`src/rtl/tessia_hazard_pkg.sv`:
```
// Shared types and encodings for the pipeline hazard controller.
// Forward-select helper gives M-stage priority over W-stage.
package tessia_hazard_pkg;

  typedef enum logic [1:0] {
    HZ_RUN,
    HZ_DRAIN,
    HZ_HALTED
  } hz_state_t;

  localparam logic [1:0] FWD_RF  = 2'b00;
  localparam logic [1:0] FWD_WB  = 2'b01;
  localparam logic [1:0] FWD_MEM = 2'b10;

  localparam logic [3:0] REG_NOFWD = 4'hF;

  function automatic logic [1:0] fwd_sel(
    input logic [3:0] ra,
    input logic [3:0] wa_m,
    input logic       we_m,
    input logic [3:0] wa_w,
    input logic       we_w
  );
    logic [1:0] sel;
    sel = FWD_RF;
    if (ra != REG_NOFWD) begin
      if (we_m && ra == wa_m) begin
        sel = FWD_MEM;
      end else if (we_w && ra == wa_w) begin
        sel = FWD_WB;
      end
    end
    return sel;
  endfunction

endpackage

```
`src/rtl/hazard_controller_sat_counter.sv`:
```
// Saturating up-counter with synchronous clear.
// Clear wins over increment; active-low sync reset.
module sat_counter #(
  parameter int W = 16
) (
  input  logic         clk,
  input  logic         reset,
  input  logic         clr,
  input  logic         inc,
  output logic [W-1:0] q
);

  logic [W-1:0] q_q;
  logic [W-1:0] q_d;

  always_comb begin
    q_d = q_q;
    if (clr) begin
      q_d = '0;
    end else if (inc && q_q != '1) begin
      q_d = q_q + 1'b1;
    end
  end

  always_ff @(posedge clk) begin
    if (!reset) begin
      q_q <= '0;
    end else begin
      q_q <= q_d;
    end
  end

  assign q = q_q;

endmodule

```
`src/rtl/hazard_controller.sv`:
```
// 5-stage pipeline hazard sequencer: forwarding, load-use stall,
// wrong-path flush, debug halt drain and perf counters.
module hazard_controller
  import tessia_hazard_pkg::*;
#(
  parameter int DRAIN_CYCLES = 4,
  parameter int CNT_W        = 16
) (
  input  logic             clk,
  input  logic             reset,
  input  logic [3:0]       RA1D,
  input  logic [3:0]       RA2D,
  input  logic [3:0]       RA1E,
  input  logic [3:0]       RA2E,
  input  logic [3:0]       WA3E,
  input  logic [3:0]       WA3M,
  input  logic [3:0]       WA3W,
  input  logic             RegWriteE,
  input  logic             RegWriteM,
  input  logic             RegWriteW,
  input  logic             MemToRegE,
  input  logic             PCSrcD,
  input  logic             PCSrcE,
  input  logic             PCSrcM,
  input  logic             PCSrcW,
  input  logic             BranchD,
  input  logic             BranchTakenE,
  input  logic             halt_req,
  input  logic             cnt_clr,
  output logic [1:0]       ForwardAE,
  output logic [1:0]       ForwardBE,
  output logic             StallF,
  output logic             StallD,
  output logic             FlushD,
  output logic             FlushE,
  output logic             halt_ack,
  output logic [CNT_W-1:0] stall_cnt,
  output logic [CNT_W-1:0] flush_cnt
);

  localparam int DW = (DRAIN_CYCLES > 2) ? $clog2(DRAIN_CYCLES) : 1;
  localparam logic [DW-1:0] DRAIN_LOAD = DW'(DRAIN_CYCLES - 1);

  hz_state_t     state_q, state_d;
  logic [DW-1:0] drain_q, drain_d;
  logic          drop_q, drop_d;
  logic          halt_ack_q, halt_ack_d;

  logic ldstall;
  logic pcpend;
  logic halt_ok;
  logic stall_inc;

  assign ldstall = MemToRegE && RegWriteE &&
                   (RA1D == WA3E || RA2D == WA3E);
  assign pcpend  = PCSrcD | PCSrcE | PCSrcM;
  assign halt_ok = !pcpend && !PCSrcW && !BranchD &&
                   !BranchTakenE && !ldstall;

  always_comb begin
    ForwardAE = FWD_RF;
    ForwardBE = FWD_RF;
    if (reset) begin
      ForwardAE = fwd_sel(RA1E, WA3M, RegWriteM, WA3W, RegWriteW);
      ForwardBE = fwd_sel(RA2E, WA3M, RegWriteM, WA3W, RegWriteW);
    end
  end

  always_comb begin
    state_d = state_q;
    drain_d = drain_q;
    drop_d  = drop_q;
    StallF  = 1'b0;
    StallD  = 1'b0;
    FlushD  = 1'b0;
    FlushE  = 1'b0;
    unique case (state_q)
      HZ_RUN: begin
        StallF = ldstall | pcpend;
        StallD = ldstall;
        FlushD = pcpend | PCSrcW | BranchTakenE;
        FlushE = ldstall | BranchTakenE;
        if (halt_req && halt_ok) begin
          state_d = HZ_DRAIN;
          drain_d = DRAIN_LOAD;
          drop_d  = 1'b0;
        end
      end
      HZ_DRAIN: begin
        StallF = 1'b1;
        FlushD = 1'b1;
        // A released request still lets the bubbles finish
        if (!halt_req) begin
          drop_d = 1'b1;
        end
        if (drain_q == '0) begin
          state_d = drop_d ? HZ_RUN : HZ_HALTED;
        end else begin
          drain_d = drain_q - 1'b1;
        end
      end
      HZ_HALTED: begin
        StallF = 1'b1;
        FlushD = 1'b1;
        if (!halt_req) begin
          state_d = HZ_RUN;
        end
      end
      default: begin
        state_d = HZ_RUN;
      end
    endcase
    halt_ack_d = (state_d == HZ_HALTED);
    if (!reset) begin
      StallF = 1'b0;
      StallD = 1'b0;
      FlushD = 1'b1;
      FlushE = 1'b1;
    end
  end

  always_ff @(posedge clk) begin
    if (!reset) begin
      state_q    <= HZ_RUN;
      drain_q    <= '0;
      drop_q     <= 1'b0;
      halt_ack_q <= 1'b0;
    end else begin
      state_q    <= state_d;
      drain_q    <= drain_d;
      drop_q     <= drop_d;
      halt_ack_q <= halt_ack_d;
    end
  end

  assign halt_ack  = halt_ack_q;
  assign stall_inc = (state_q == HZ_RUN) && ldstall;

  sat_counter #(.W(CNT_W)) u_stall_cnt (
    .clk   (clk),
    .reset (reset),
    .clr   (cnt_clr),
    .inc   (stall_inc),
    .q     (stall_cnt)
  );

  sat_counter #(.W(CNT_W)) u_flush_cnt (
    .clk   (clk),
    .reset (reset),
    .clr   (cnt_clr),
    .inc   (BranchTakenE),
    .q     (flush_cnt)
  );

endmodule

```
`config.mk`:
```
export PLATFORM = sky130hd
export DESIGN_NAME = hazard_controller
export DESIGN_NICKNAME = d
export VERILOG_FILES = /design/src/rtl/tessia_hazard_pkg.sv /design/src/rtl/hazard_controller_sat_counter.sv /design/src/rtl/hazard_controller.sv
export SDC_FILE = /design/constraint.sdc
export NUM_CORES = 1
export LEC_CHECK = 0
export BUFFER_PORTS_ARGS = -buffer_cell sky130_fd_sc_hd__buf_2
export CORE_ASPECT_RATIO = 0.8
export CORE_UTILIZATION = 35
export CTS_CLUSTER_SIZE = 30
export DETAILED_ROUTE_END_ITERATION = 7
export PLACE_DENSITY = 0.63
export SLEW_MARGIN = 20
export SYNTH_ARGS = -nofsm -noshare
export SYNTH_HDL_FRONTEND = slang
export SYNTH_SLANG_ARGS = --single-unit
```
`constraint.sdc`:
```
create_clock -name clk -period 5.53 [get_ports clk]
set_clock_uncertainty 0.05 [all_clocks]
set_input_delay 0.2765 -clock clk [delete_from_list [all_inputs] [get_ports clk]]
set_output_delay 0.2765 -clock clk [all_outputs]
set_load 0.01 [all_outputs]
```
# After elaboration in Yosys (flattened, before gate mapping)
# Cells that the tools add are included.
[word_totals] register_bits=38 inputBits=42 output_inout_bits=41 word_cells=86
[op_classes] add_sub_neg=3 n_eq_ne=15 mux=28 n_bitwise=7 n_reduce_logical=27
[ops] cell="16-bit by 1-bit adder with 16-bit output (second input constant)" count=2
[ops] cell="16-bit inequality test (second input constant)" count=2
[ops] cell="4-bit == test" count=6
[ops] cell="2-bit 2-to-1 mux" count=12
[ops] cell="1-bit logical AND" count=14
[ops] cell="1-bit 2-to-1 mux" count=11
[ops] cell="4-bit inequality test (second input constant)" count=2
[ops] cell="1-bit bitwise OR" count=6
[ops] cell="1-bit case mux with 2 select lines" count=3
[ops] cell="2-bit case mux with 3 select lines" count=1
[ops] cell="1-bit zero test" count=5
[ops] cell="2-bit == test (second input constant)" count=2
[ops] cell="2-bit zero test" count=2
[ops] cell="2-bit inequality test (second input constant)" count=2
[ops] cell="2-bit case mux with 2 select lines" count=1
[ops] cell="2-bit OR reduction" count=2
[ops] cell="3-bit AND reduction" count=1
[ops] cell="2-bit by 1-bit == test with 1-bit output (second input constant)" count=1
[ops] cell="2-bit AND reduction" count=1
[ops] cell="2-bit nonzero test" count=1
[ops] cell="2-bit by 1-bit subtractor with 2-bit output (second input constant)" count=1
[ops] cell="1-bit logical OR" count=1
[ops] cell="1-bit NOT" count=1

# Depth between registers and ports, before layout
[logic_depth] ltp_word=11 ltp_mapped=7 depth_no_buf=7

# Hierarchy
# From an unflattened synthesis, not the netlist that was laid out.
[hier_totals] hier_cells=287 hier_area_um2=2511.2
[modules_own_cells] module="sat_counter" instances=2 cells_per_inst=91 area_per_inst_um2=864.6 seq_area_each_um2=320.3
[modules_own_cells] module="hazard_controller" instances=1 cells_per_inst=105 area_per_inst_um2=782.0 seq_area_each_um2=120.1

# Worst setup path after synthesis
# OpenSTA, ideal clock, no wires.
[synth_timing] path_kind="reg2reg" from="register u_stall_cnt.q_q[3] (netlist: u_stall_cnt.q[3])" to="register u_stall_cnt.q_q[15] (netlist: u_stall_cnt.q[15])" setup_ns=0.070 arrival_ns=1.683 required_time_ns=5.410 path_slack_ns=3.727 stages_incl_launch_ff=6 n_path_buf=0 synth_period_minus_slack_ns=1.803 path_cell_list="dfxtp_1 nand3_2 or2_0 a211o_1 or4_1 a21oi_1"
[synth_between] elab_chain_cells=2 elab_cells_between_ends=3 classes_between="add/sub: 1; eq/ne: 1; reduce/logical: 1"
[synth_lines] element="start, declared" line="hazard_controller_sat_counter.sv:13" rtl="logic [W-1:0] q_q;"
[synth_lines] element="start signal, assigned" line="hazard_controller_sat_counter.sv:29" rtl="q_q <= q_d;"
[synth_lines] element="branches (longest 2 deep; another with 16-bit by 1-bit adder with 16-bit output)"
# Several ways; the timed one is not identified.
# A chain may end at the register's enable or synchronous reset.

# Worst setup path after layout
[layout_timing] from="register state_q[1]" to="output StallD"
[layout_between] elab_chain_cells=3
[layout_lines] element="start, declared" line="hazard_controller.sv:44" rtl="hz_state_t state_q, state_d;"
[layout_lines] element="start signal, assigned" line="hazard_controller.sv:129" rtl="state_q <= state_d;"
[layout_lines] element="2-bit zero test" line="hazard_controller.sv:77" rtl="unique case (state_q)"
[layout_lines] element="1-bit 2-to-1 mux" line="hazard_controller.sv:77"
[layout_lines] element="1-bit 2-to-1 mux" line="hazard_controller.sv:114" rtl="if (!reset) begin"
[layout_lines] element="end, declared" line="hazard_controller.sv:33" rtl="output logic StallD,"
# Every way passes these cells.

==> results.ini <==
[die]
rows=26
die_area_um2=7270
core-area_um2=6540
initial_utilization=0.371
die_x_um=95.1
io_pins=83
die_y_um=76.5

[timing]
finalHoldViolCount=0
whs_ns=0.274
rsz0062_at_grt=false
max_freq_mhz=427
worst_pin_slew_ns=0.756
fin_crit_ns=2.34
tns_ns=0
finalCritPeriodShare=0.423
finalSetupViolations=0
maxSlewHeadroom=0.492
slew_violations=0

[global_route]
grt_use_met2=0.253
grt_overflow=0
grt_max_degree=24
grt_use_met1=0.259
grt_pass1_wl_um=10200
antenna_found_initial=0
grt-busiest-layer=met1
grt_use_met3=0.0399
grt_pass1_vias=2152
grt_usage=0.174

[route]
first_pass_iters=4
vias=2515
drt.antenna.violating_nets=0
wl_per_cell_um=13.3
vias_per_cell=5.41
drt_iter0_markers=129
drt_wl_total_um=6180
drc=0

[cts]
htree_levels=2
insertion_delay_ns=0.29
hold_buffers=0
cts_tree=built
numCtsBuffers=5
clkSlewWorstSetupHoldPaths_ns=0.08
ctsResizeCount=0
cts_num_sinks=38
cts_setup_buffers=0
clk_path_buf_depth=2
cts_root_buf=clkbuf_8

[synthesis]
syn_nets=350
synth.distinct_cells=50
netlist_area_um2=2430
yosysTopAreaCell=dfxtp_1
yosysMostFrequentCell=dfxtp_1
avgSynthCellArea_um2=8.06
yosysSeqAreaShare=0.313
postSynthCellCount=301
netlist.area_leader.share=0.313
ys_seq_elements=38
synth_edf_count=0
synth_ff_type=dfxtp_1
ys_warn_count=0
synth_commonest_cells=dfxtp_1, a21oi_1, xnor2_1
synth_area_leaders=dfxtp_1, xnor2_1, a21oi_1
async_flop_share=0

[worst_setup_path]
required_ns=5.20
start_kind=flop
worstPathArrival_ns=2.01
slowest_stage=a21o_1
cp_max_fo=23
crit_path_cell_trace=inv_1 > ha_1 > nand3_1 > a21o_1 > nor2_1 > buf_2
crit_type=flop to output port
critPathMaxStageDelay_ns=0.49
crit_path_end_kind=output port

[cells_and_area]
area_growth_pct=23.1
stdcell_area_um2=2990
multiInputGateArea_um2=1580
nets=431
n_antenna_cell=0
final-seq-area_um2=761
fillCellCount=678
drive_above_1_share=0.268

[power]
switchingPower_w=0.000127
switching_share=0.241
total_power_w=0.000526
p_comb_frac=0.114
peakVddDrop_v=0.0000813
p_clk_frac=0.362
internal-power_w=0.000399
powerDensity_nw_per_um2=176
p_leak_nw=1.18
pwr-share-seq=0.524

[placed_design]
dpl.hpwl_um=4820
gp_congestion=0.838
placed_cell_area_um2=2910
portBuffers=82

[run]
cap_viol_max_count=0

[min_path]
hold_class=primary input to flop

[run_status]
outcome=finished, final reports clean

## placed cells by master (no fill, tap or decap), drive strengths merged, types with 2 or more instances in the layout
cell and count:
o2111ai 2, clkbuf 6, nor3b 2, o41ai 3
nand4 17, o31ai 9, or3 7, inv 10
or2 2, nor2 22, nor4 4, dfxtp 38
nand2b 2, o21ai 15, nand3 17, xnor2 24
nand2 22, nor3 6, a21oi 33, ha 7
and3 9, or4 9, buf 83, a21o 2
xor2 11, and4 3, and2 2, nand4b 2
## sequential cells by signal, summed over array words and instances, names as in the netlist
name,count
halt_ack,1
state_q,2
drain_q,2
u_flush_cnt.q,16
drop_q,1
u_stall_cnt.q,16
## power by group through the flow
stage / Sequential, W / Clock (W) / Combinational, W
2_1_floorplan: 0.000282 / 0 / 0.0000308
3_3_place_gp: 0.000282 / 0 / 0.0000589
3_5_place_dp: 0.000282 / 0 / 0.0000602
4_1_cts: 0.000275 / 0.000196 / 0.0000605
5_1_grt: 0.000276 / 0.000207 / 0.0000671
6_report: 0.000275 / 0.000190 / 0.0000601
## per-stage QoR
step | std cells | worst slack [ns] | utilization
after CTS | 465 | 3.17 | 0.457
final | 465 | 3.19 | 0.457
after floorplan | 301 | 3.73 | -
after global placement | 459 | 3.39 | 0.444
after detailed placement | 459 | 3.32 | 0.444
after global routing | 465 | 2.96 | 0.457
## cell type report
type                            count  area share
Multi-Input combinational cell    244       0.530
Sequential cell                    38       0.255
Timing Repair Buffer               83       0.140
Tap cell                           84      0.0352
Clock buffer                        6      0.0276
Inverter                           10      0.0126
## final timing paths
kind / cells past startpoint / start / slack [ns] / endpoint
max: 6 / state_q[1] / 3.19 / StallD
min: 3 / BranchTakenE / 0.27 / u_flush_cnt.q[1]
max reg2reg: 6 / state_q[1] / 3.30 / u_stall_cnt.q[14]
min reg2reg: 2 / u_flush_cnt.q[1] / 0.45 / u_flush_cnt.q[1]
## cells by family (layout without fill, tap and decap cells)
kind of cell	count (synthesis)	in the layout	synth area share
flops	38	38	0.313
compound gates	72	72	0.180
buf+inv	19	99	0.0340
simple gates	130	130	0.310
xor+xnor	35	35	0.126
fa+ha+maj	7	7	0.0361
## worst max-delay path, delay by kind of cell, from the launching register on
family / cells / cell delay [ns]
flops: 1 / 0.43
buf+inv: 2 / 0.26
simple gates: 2 / 0.25
fa+ha+maj: 1 / 0.30
compound gates: 1 / 0.49
## routing by layer
layer	share of wire	up-vias	wire length, um
met5	0	-	0
met4	0.0044	0	27
met3	0.058	2	359
met2	0.43	68	2670
met1	0.51	1165	3120
li1	-	1280	-
No activity file was read; power rests on OpenSTA's default activity.
